<file path="config.mk">
export PLATFORM = sky130hd
export DESIGN_NAME = ula_ctrl
export DESIGN_NICKNAME = d
export VERILOG_FILES = /design/src/rtl/ula_ctrl.sv
export SDC_FILE = /design/constraint.sdc
export NUM_CORES = 1
export LEC_CHECK = 0
export CAP_MARGIN = 0
export CORE_ASPECT_RATIO = 1.75
export CORE_MARGIN = 2
export CORE_UTILIZATION = 39
export DETAILED_ROUTE_END_ITERATION = 10
export PLACE_DENSITY = 0.87
export SLEW_MARGIN = 30
export SYNTH_ARGS = -nofsm -noshare
export SYNTH_HDL_FRONTEND = slang
export SYNTH_SLANG_ARGS = --single-unit
</file>
<file path="constraint.sdc">
create_clock -name clock -period 1.7 [get_ports clock]
set_clock_uncertainty 0.1 [all_clocks]
set_input_delay 0.34 -clock clock [delete_from_list [all_inputs] [get_ports clock]]
set_output_delay 0.34 -clock clock [all_outputs]
set_load 0.005 [all_outputs]
</file>
<file path="src/rtl/ula_ctrl.sv">
// ula_ctrl: multi-cycle MIPS decoder/sequencer driving the ula ALU; J/JAL/JR decode only with ULA_CTRL_JUMP_EN.
// Retires 2..4+w cycles after accept; instr_ready only in IDLE; MEM stalls on mem_ready, abandoned after MEM_TIMEOUT.
module ula_ctrl #(
    parameter logic [3:0] MEM_TIMEOUT = 4'd15
) (
    input  logic        clock,
    input  logic        reset,
    input  logic [31:0] instr,
    input  logic        instr_valid,
    output logic        instr_ready,
    output logic [4:0]  alu_op,
    input  logic        alu_zero,
    output logic        src_imm,
    output logic        reg_dst,
    output logic        reg_write,
    output logic        mem_read,
    output logic        mem_write,
    input  logic        mem_ready,
    output logic [1:0]  pc_sel,
    output logic        done,
    output logic        illegal
);
    typedef enum logic [2:0] {S_IDLE, S_DECODE, S_EXEC, S_MEM, S_WB} state_t;
    typedef enum logic [2:0] {K_ALU, K_BR, K_J, K_JAL, K_JR, K_LW, K_SW, K_ILL} kind_t;
    typedef struct packed {
        logic [4:0] op;
        logic       src_imm;
        logic       reg_dst;
        kind_t      kind;
    } dec_t;

    localparam dec_t DEC_RST = '{op: 5'b01111, src_imm: 1'b0, reg_dst: 1'b0, kind: K_ILL};

    state_t     state, state_nxt;
    dec_t       dec_c, dec_r;
    logic [3:0] wait_cnt;
    logic [5:0] opcode, funct;
    logic       mem_timeout;
    logic       unused_bits;

    assign opcode = instr[31:26];
    assign funct  = instr[5:0];
    // Only opcode and funct steer control; the register/immediate fields belong to the datapath.
    assign unused_bits = ^instr[25:6];

    always_comb begin
        dec_c = DEC_RST;
        if (opcode == 6'h00) begin
            dec_c.kind = K_ALU;
            case (funct)
                6'h24: dec_c.op = 5'b00000;
                6'h25: dec_c.op = 5'b00001;
                6'h20: dec_c.op = 5'b00010;
                6'h26: dec_c.op = 5'b00011;
                6'h27: dec_c.op = 5'b00100;
                6'h2A: dec_c.op = 5'b00101;
                6'h22: dec_c.op = 5'b00110;
                6'h2B: dec_c.op = 5'b00111;
                6'h00: begin dec_c.op = 5'b01000; dec_c.src_imm = 1'b1; end
                6'h02: begin dec_c.op = 5'b01001; dec_c.src_imm = 1'b1; end
                6'h03: begin dec_c.op = 5'b01010; dec_c.src_imm = 1'b1; end
                6'h04: dec_c.op = 5'b01011;
                6'h06: dec_c.op = 5'b01100;
                6'h07: dec_c.op = 5'b01101;
`ifdef ULA_CTRL_JUMP_EN
                6'h08: begin dec_c.op = 5'b01110; dec_c.kind = K_JR; end
`endif
                default: dec_c.kind = K_ILL;
            endcase
            dec_c.reg_dst = (dec_c.kind != K_ILL);
        end else begin
            dec_c.src_imm = 1'b1;
            dec_c.kind    = K_ALU;
            case (opcode)
                6'h08: dec_c.op = 5'b10000;
                6'h0C: dec_c.op = 5'b10001;
                6'h0D: dec_c.op = 5'b10010;
                6'h0E: dec_c.op = 5'b10011;
                6'h04: begin dec_c.op = 5'b10100; dec_c.src_imm = 1'b0; dec_c.kind = K_BR; end
                6'h05: begin dec_c.op = 5'b10101; dec_c.src_imm = 1'b0; dec_c.kind = K_BR; end
                6'h0A: dec_c.op = 5'b10111;
                6'h0B: dec_c.op = 5'b11000;
                6'h0F: dec_c.op = 5'b11001;
                6'h23: begin dec_c.op = 5'b11010; dec_c.kind = K_LW; end
                6'h2B: begin dec_c.op = 5'b11011; dec_c.kind = K_SW; end
`ifdef ULA_CTRL_JUMP_EN
                6'h02: begin dec_c.op = 5'b01111; dec_c.src_imm = 1'b0; dec_c.kind = K_J; end
                6'h03: begin dec_c.op = 5'b01111; dec_c.src_imm = 1'b0; dec_c.kind = K_JAL; end
`endif
                default: begin dec_c.src_imm = 1'b0; dec_c.kind = K_ILL; end
            endcase
        end
    end

    always_ff @(posedge clock) begin
        if (reset) state <= S_IDLE;
        else       state <= state_nxt;
    end

    always_ff @(posedge clock) begin
        if (reset)                                 dec_r <= DEC_RST;
        else if (state == S_IDLE && instr_valid)   dec_r <= dec_c;
    end

    always_ff @(posedge clock) begin
        if (reset || state != S_MEM || state_nxt != S_MEM) wait_cnt <= 4'd0;
        else                                               wait_cnt <= wait_cnt + 4'd1;
    end

    assign mem_timeout = (state == S_MEM) && !mem_ready && (wait_cnt == MEM_TIMEOUT);

    always_comb begin
        state_nxt = state;
        case (state)
            S_IDLE:   if (instr_valid) state_nxt = S_DECODE;
            S_DECODE: state_nxt = (dec_r.kind == K_ILL) ? S_IDLE : S_EXEC;
            S_EXEC: begin
                case (dec_r.kind)
                    K_LW, K_SW:     state_nxt = S_MEM;
                    K_BR, K_J, K_JR: state_nxt = S_IDLE;
                    default:        state_nxt = S_WB;
                endcase
            end
            S_MEM: begin
                if (mem_ready)        state_nxt = (dec_r.kind == K_LW) ? S_WB : S_IDLE;
                else if (mem_timeout) state_nxt = S_IDLE;
            end
            S_WB:     state_nxt = S_IDLE;
            default:  state_nxt = S_IDLE;
        endcase
    end

    always_comb begin
        reg_write = 1'b0;
        mem_read  = 1'b0;
        mem_write = 1'b0;
        pc_sel    = 2'd0;
        done      = 1'b0;
        illegal   = 1'b0;
        case (state)
            S_DECODE: illegal = (dec_r.kind == K_ILL);
            S_EXEC: begin
                case (dec_r.kind)
                    K_BR: begin done = 1'b1; pc_sel = alu_zero ? 2'd0 : 2'd1; end
`ifdef ULA_CTRL_JUMP_EN
                    K_J:  begin done = 1'b1; pc_sel = 2'd2; end
                    K_JR: begin done = 1'b1; pc_sel = 2'd3; end
`endif
                    default: ;
                endcase
            end
            S_MEM: begin
                mem_read  = (dec_r.kind == K_LW) && !mem_timeout;
                mem_write = (dec_r.kind == K_SW) && !mem_timeout;
                done      = (dec_r.kind == K_SW) && mem_ready;
                illegal   = mem_timeout;
            end
            S_WB: begin
                reg_write = 1'b1;
                done      = 1'b1;
`ifdef ULA_CTRL_JUMP_EN
                if (dec_r.kind == K_JAL) pc_sel = 2'd2;
`endif
            end
            default: ;
        endcase
    end

    assign instr_ready = (state == S_IDLE);
    assign alu_op      = dec_r.op;
    assign src_imm     = dec_r.src_imm;
    assign reg_dst     = dec_r.reg_dst;
endmodule
</file>
==> results <==
- The run finished, with violations left.
- The final reports fail on setup timing.
- The tree built by TritonCTS fans out to 17 sinks.
- The combined area of the multi-input logic cells is roughly 1000 um2.
- The slowest stage of the critical path is the sky130_fd_sc_hd__dfxtp_2 cell.
- The number of buffers between clock root and the deepest sink is 2.
- VDD sags by at most 0.3711 mV.
- For the worst-skew pair, the clock arrives at the later sink with an insertion delay of 0.24 ns.
- In this design, the stage delay of the slowest critical-path cell is 0.34 ns.
- In this run, the number of DRC markers left after iteration 0 of detailed routing was 41.
- In this run the most used layer during global routing was met2.
- Among all flip-flop cells after synthesis, the most frequent one is sky130_fd_sc_hd__dfxtp_1.
- The area inside the core boundary is approximately 3200 um2.
- Setup violations remaining at the end of the flow were counted as 3.
- Counting the buffers created by CTS gives 3.
- The effective utilization at floorplan is 41.33%.
- The floorplan step defined a die boundary enclosing approximately 3900 um2.
- The maximum achievable frequency is 575.5 MHz.
- For met2 alone, demand over resource in global routing was 39.47%.
- The HPWL after detailed placement is ~2800 um.
- The arrival time at the worst endpoint is about 1.3 ns.
- Combinational logic is responsible for between 30% and 40% of the overall power.
- The horizontal die dimension is 47.86 um.
- Summed over all nets, the switching power comes to 333.0 uW.
- The maximum number of pins on one net before global-route repair is 15.
- Each instance of the synthesized netlist takes up on average 7.813 um2.
- The combined global-route utilization of all metal layers is 19.97%.
- In the global route stage, met1 resource usage came out at 19.24%.
- In the final routed layout, each cell accounts on average for 14.39 um.
- Global routing finished with a remaining overflow of 0.
- Across the whole layout, storage elements account for about 350 um2.
- The critical path goes through ha_4 -> nand3_4 -> nor2_4 -> buf_4 -> nor4_4 -> buf_2.
- In this run, synthesis inferred 0 flip-flops with an integrated enable.
- The number of antenna violations at the first check in global routing was 0.
- The register-to-register setup slack is 0.14 ns.
- In this run the number of H-tree levels came out at 1.
- The number of flip-flops and latches in the synthesized netlist is 17.
- The count of pins over their slew limit came to 0.
- In the post-route analysis, the smallest setup slack over all paths is -0.03768 ns.
- For this run, design rule violations remaining after detail routing come to 0.
- The required time of the critical path is 1.26 ns.
- The CTS tree is yes.
- The type of the worst min-delay path is reg -> reg.
- The clock network burns about a quarter of the power.
- Sequential cells were found to cover 25.93% of the synthesized design area.
- The first global-routing pass estimated ~5800 um of wire.
- The number of cells in the finished layout apart from fillers is 274.
- The startpoint type of the worst setup path is a register.
- The synthesized netlist cell count is 168.
- The number of iterations in the first detailed-routing pass is 4.
- The number of port buffers is 30.
- In the final design database the tool counted 270 nets.
- The count of final hold-check violations came to 0.
- The number of nets in the synthesized netlist is 206.
- The via count of the routed design is 1481.
- The leakage dissipation is 0.0008655 uW.
- Including well taps, the total number of placed cells is 266.
- Clock-pin slew was measured on the worst setup and hold paths at ~0.06 ns.
- The internal power of the cells totals between 700 and 800 uW.
- The setup path with the least slack is of type reg -> out.
- The detail route stage leaves a number of antenna-violating nets equal to 0.
- Setup repair after global routing could not meet its margin everywhere.
- The routed wire length is 3944 um.
- Yosys printed 0 warnings.
- For this design the top-level I/O count stands at 52.
- The max-capacitance violation count is 0.
- The relative contribution of sequential cells to total power is 39.5%.
- In the routed layout, each cell is associated on average with a via count of 5.405.
- 0 antenna diodes ended up in the layout.
- After synthesis the cells add up to 1313 um2.
- In this run the vertical extent of the chip is 80.75 um.
- The area added between synthesis and finish is 58.91%.
- The endpoint kind of the worst setup timing path is an output port.
- The power density over cell area is 538.9 nW/um2.
- The post-synthesis cell type count is 54.
- The clock root buffer master is sky130_fd_sc_hd__clkbuf_8.
- Counting flops with an async set or reset pin after synthesis yields a share of 0%.
- The number of global-route vias before repair is 1461.
- The placer congestion estimate is 0.9057.
- The switching share of power is 29.63%.
- After filler insertion, the fill cell instance count of the layout stands at 272.
- The floorplan has 27 rows.
- The post-cts hold buffer count is 0.
- The biggest fanout along the worst timing path is 2.
- The share of the cycle needed by the critical path after routing is 102.2%.
- The met3 global-route usage is 1.333%.
- The ratio of cells with drive above 1 in the final layout is 38.96%.
- The final cell utilization of the core is 65.68%.
- The post-route minimum period is approximately 1.7 ns.
placed cells by master, fill, tap and decap left out, drive strengths merged, types with 3 or more instances in the layout:
| master | synthesis | layout |
|---|---|---|
| xnor2 | 3 | 3 |
| nor4 | 4 | 4 |
| xor2 | 3 | 3 |
| clkbuf | 3 | 5 |
| dfxtp | 17 | 17 |
| clkdlybuf4s50 | 0 | 12 |
| a21oi | 12 | 12 |
| nand2 | 10 | 10 |
| nor2 | 16 | 16 |
| nand3 | 6 | 6 |
| o21ai | 7 | 7 |
| inv | 6 | 6 |
| buf | 16 | 52 |
| o31ai | 4 | 4 |
| dlygate4sd2 | 0 | 12 |
| nor2b | 6 | 6 |
| nor3b | 3 | 3 |
| nor3 | 10 | 10 |
| a31oi | 3 | 3 |
metrics by stage:
stage | total power, uW | setup WS [ns] | area, um2 | hold WS [ns] | setup TNS [ns]
final | 1124 | -0.03768 | 2086 | 0.3917 | -0.05393
after global routing | 1176 | -0.09353 | 2086 | 0.4021 | -0.3623
after CTS | 1093 | -0.08133 | 1987 | 0.3849 | -0.1173
after detailed placement | 804.5 | -0.4958 | 1882 | 0.3708 | -5.880
after global placement | 796.3 | -0.4857 | 1882 | 0.3564 | -5.527
after floorplan | 631.3 | 0.07747 | 1313 | 0.3175 | 0
area by class of cell:
type,instances,share of cell area [%]
Inverter,6,1.080
Sequential cell,17,16.98
Timing Repair Buffer,78,30.53
Clock buffer,4,2.160
Multi-Input combinational cell,126,46.67
Tap cell,43,2.579
timing repair:
action / 4_1_cts / 5_1_grt
setup buffers: 2 / 3
pin swaps: 8 / 10
resized for setup: 53 / 22
setup endpoints to repair: 17 / 12
power groups by stage:
stage	sequential (uW)	combinational [uW]	clock [uW]
floorplan	440	191	0
global route	446	418	312
finish	444	389	292
detailed placement	444	360	0
CTS	439	358	296
global placement	444	352	0
synthesized netlist by cell type, drive strengths merged, types with 2 or more instances:
cell	n	area share, %
a21o	2	1.1
nor3	10	4.6
xnor2	3	2.0
a21oi	12	4.6
a22oi	2	1.1
nor3b	3	1.7
nand3b	2	1.1
o31ai	4	2.3
nor2b	6	2.9
inv	6	1.7
nand2	10	2.9
or3	2	0.95
nor2	16	4.6
buf	16	8.9
mux2i	2	1.5
o21ai	7	2.7
nor4	4	3.1
nand3	6	2.3
nand4b	2	1.3
a211o	2	1.3
xor2	3	2.0
clkbuf	3	0.86
dfxtp	17	26
a31oi	3	1.4
per-layer routing:
layer / routed length, um / share of wire [%]
met3: 66 / 1.7
met1: 1400 / 35
met4: 76 / 1.9
met2: 2400 / 61
met5: 0 / 0
critical path, delay by kind of cell, from the launching register on:
kind | cells | cell delay, ns
fa+ha+maj | 1 | 0.17
buf+inv | 2 | 0.30
flops | 1 | 0.34
simple gates | 3 | 0.25
state kept, by name, summed over array words and instances (netlist names):
register  cells
src_imm       1
dec_r         3
wait_cnt      4
reg_dst       1
alu_op        5
state         3
path summary, 6_finish.rpt:
check	from	end	cells past startpoint
max	wait_cnt[1]$_SDFF_PP0_	mem_write	6
min reg2reg	alu_op[2]$_SDFFE_PP1P_	alu_op[2]$_SDFFE_PP1P_	1
min	alu_op[2]$_SDFFE_PP1P_	alu_op[2]$_SDFFE_PP1P_	1
max reg2reg	wait_cnt[1]$_SDFF_PP0_	state[1]$_SDFF_PP0_	7
cells by family (layout without fill, tap and decap cells):
logic type,count (synthesis),after routing,synth area share (%)
xor+xnor,6,6,4.005
flops,17,17,25.93
simple gates,70,70,30.70
buf+inv,25,88,11.44
fa+ha+maj,1,1,0.9531
other cells,1,1,0.2857
mux,3,3,2.383
compound gates,45,45,24.31
No activity file was read; power rests on OpenSTA's default activity.
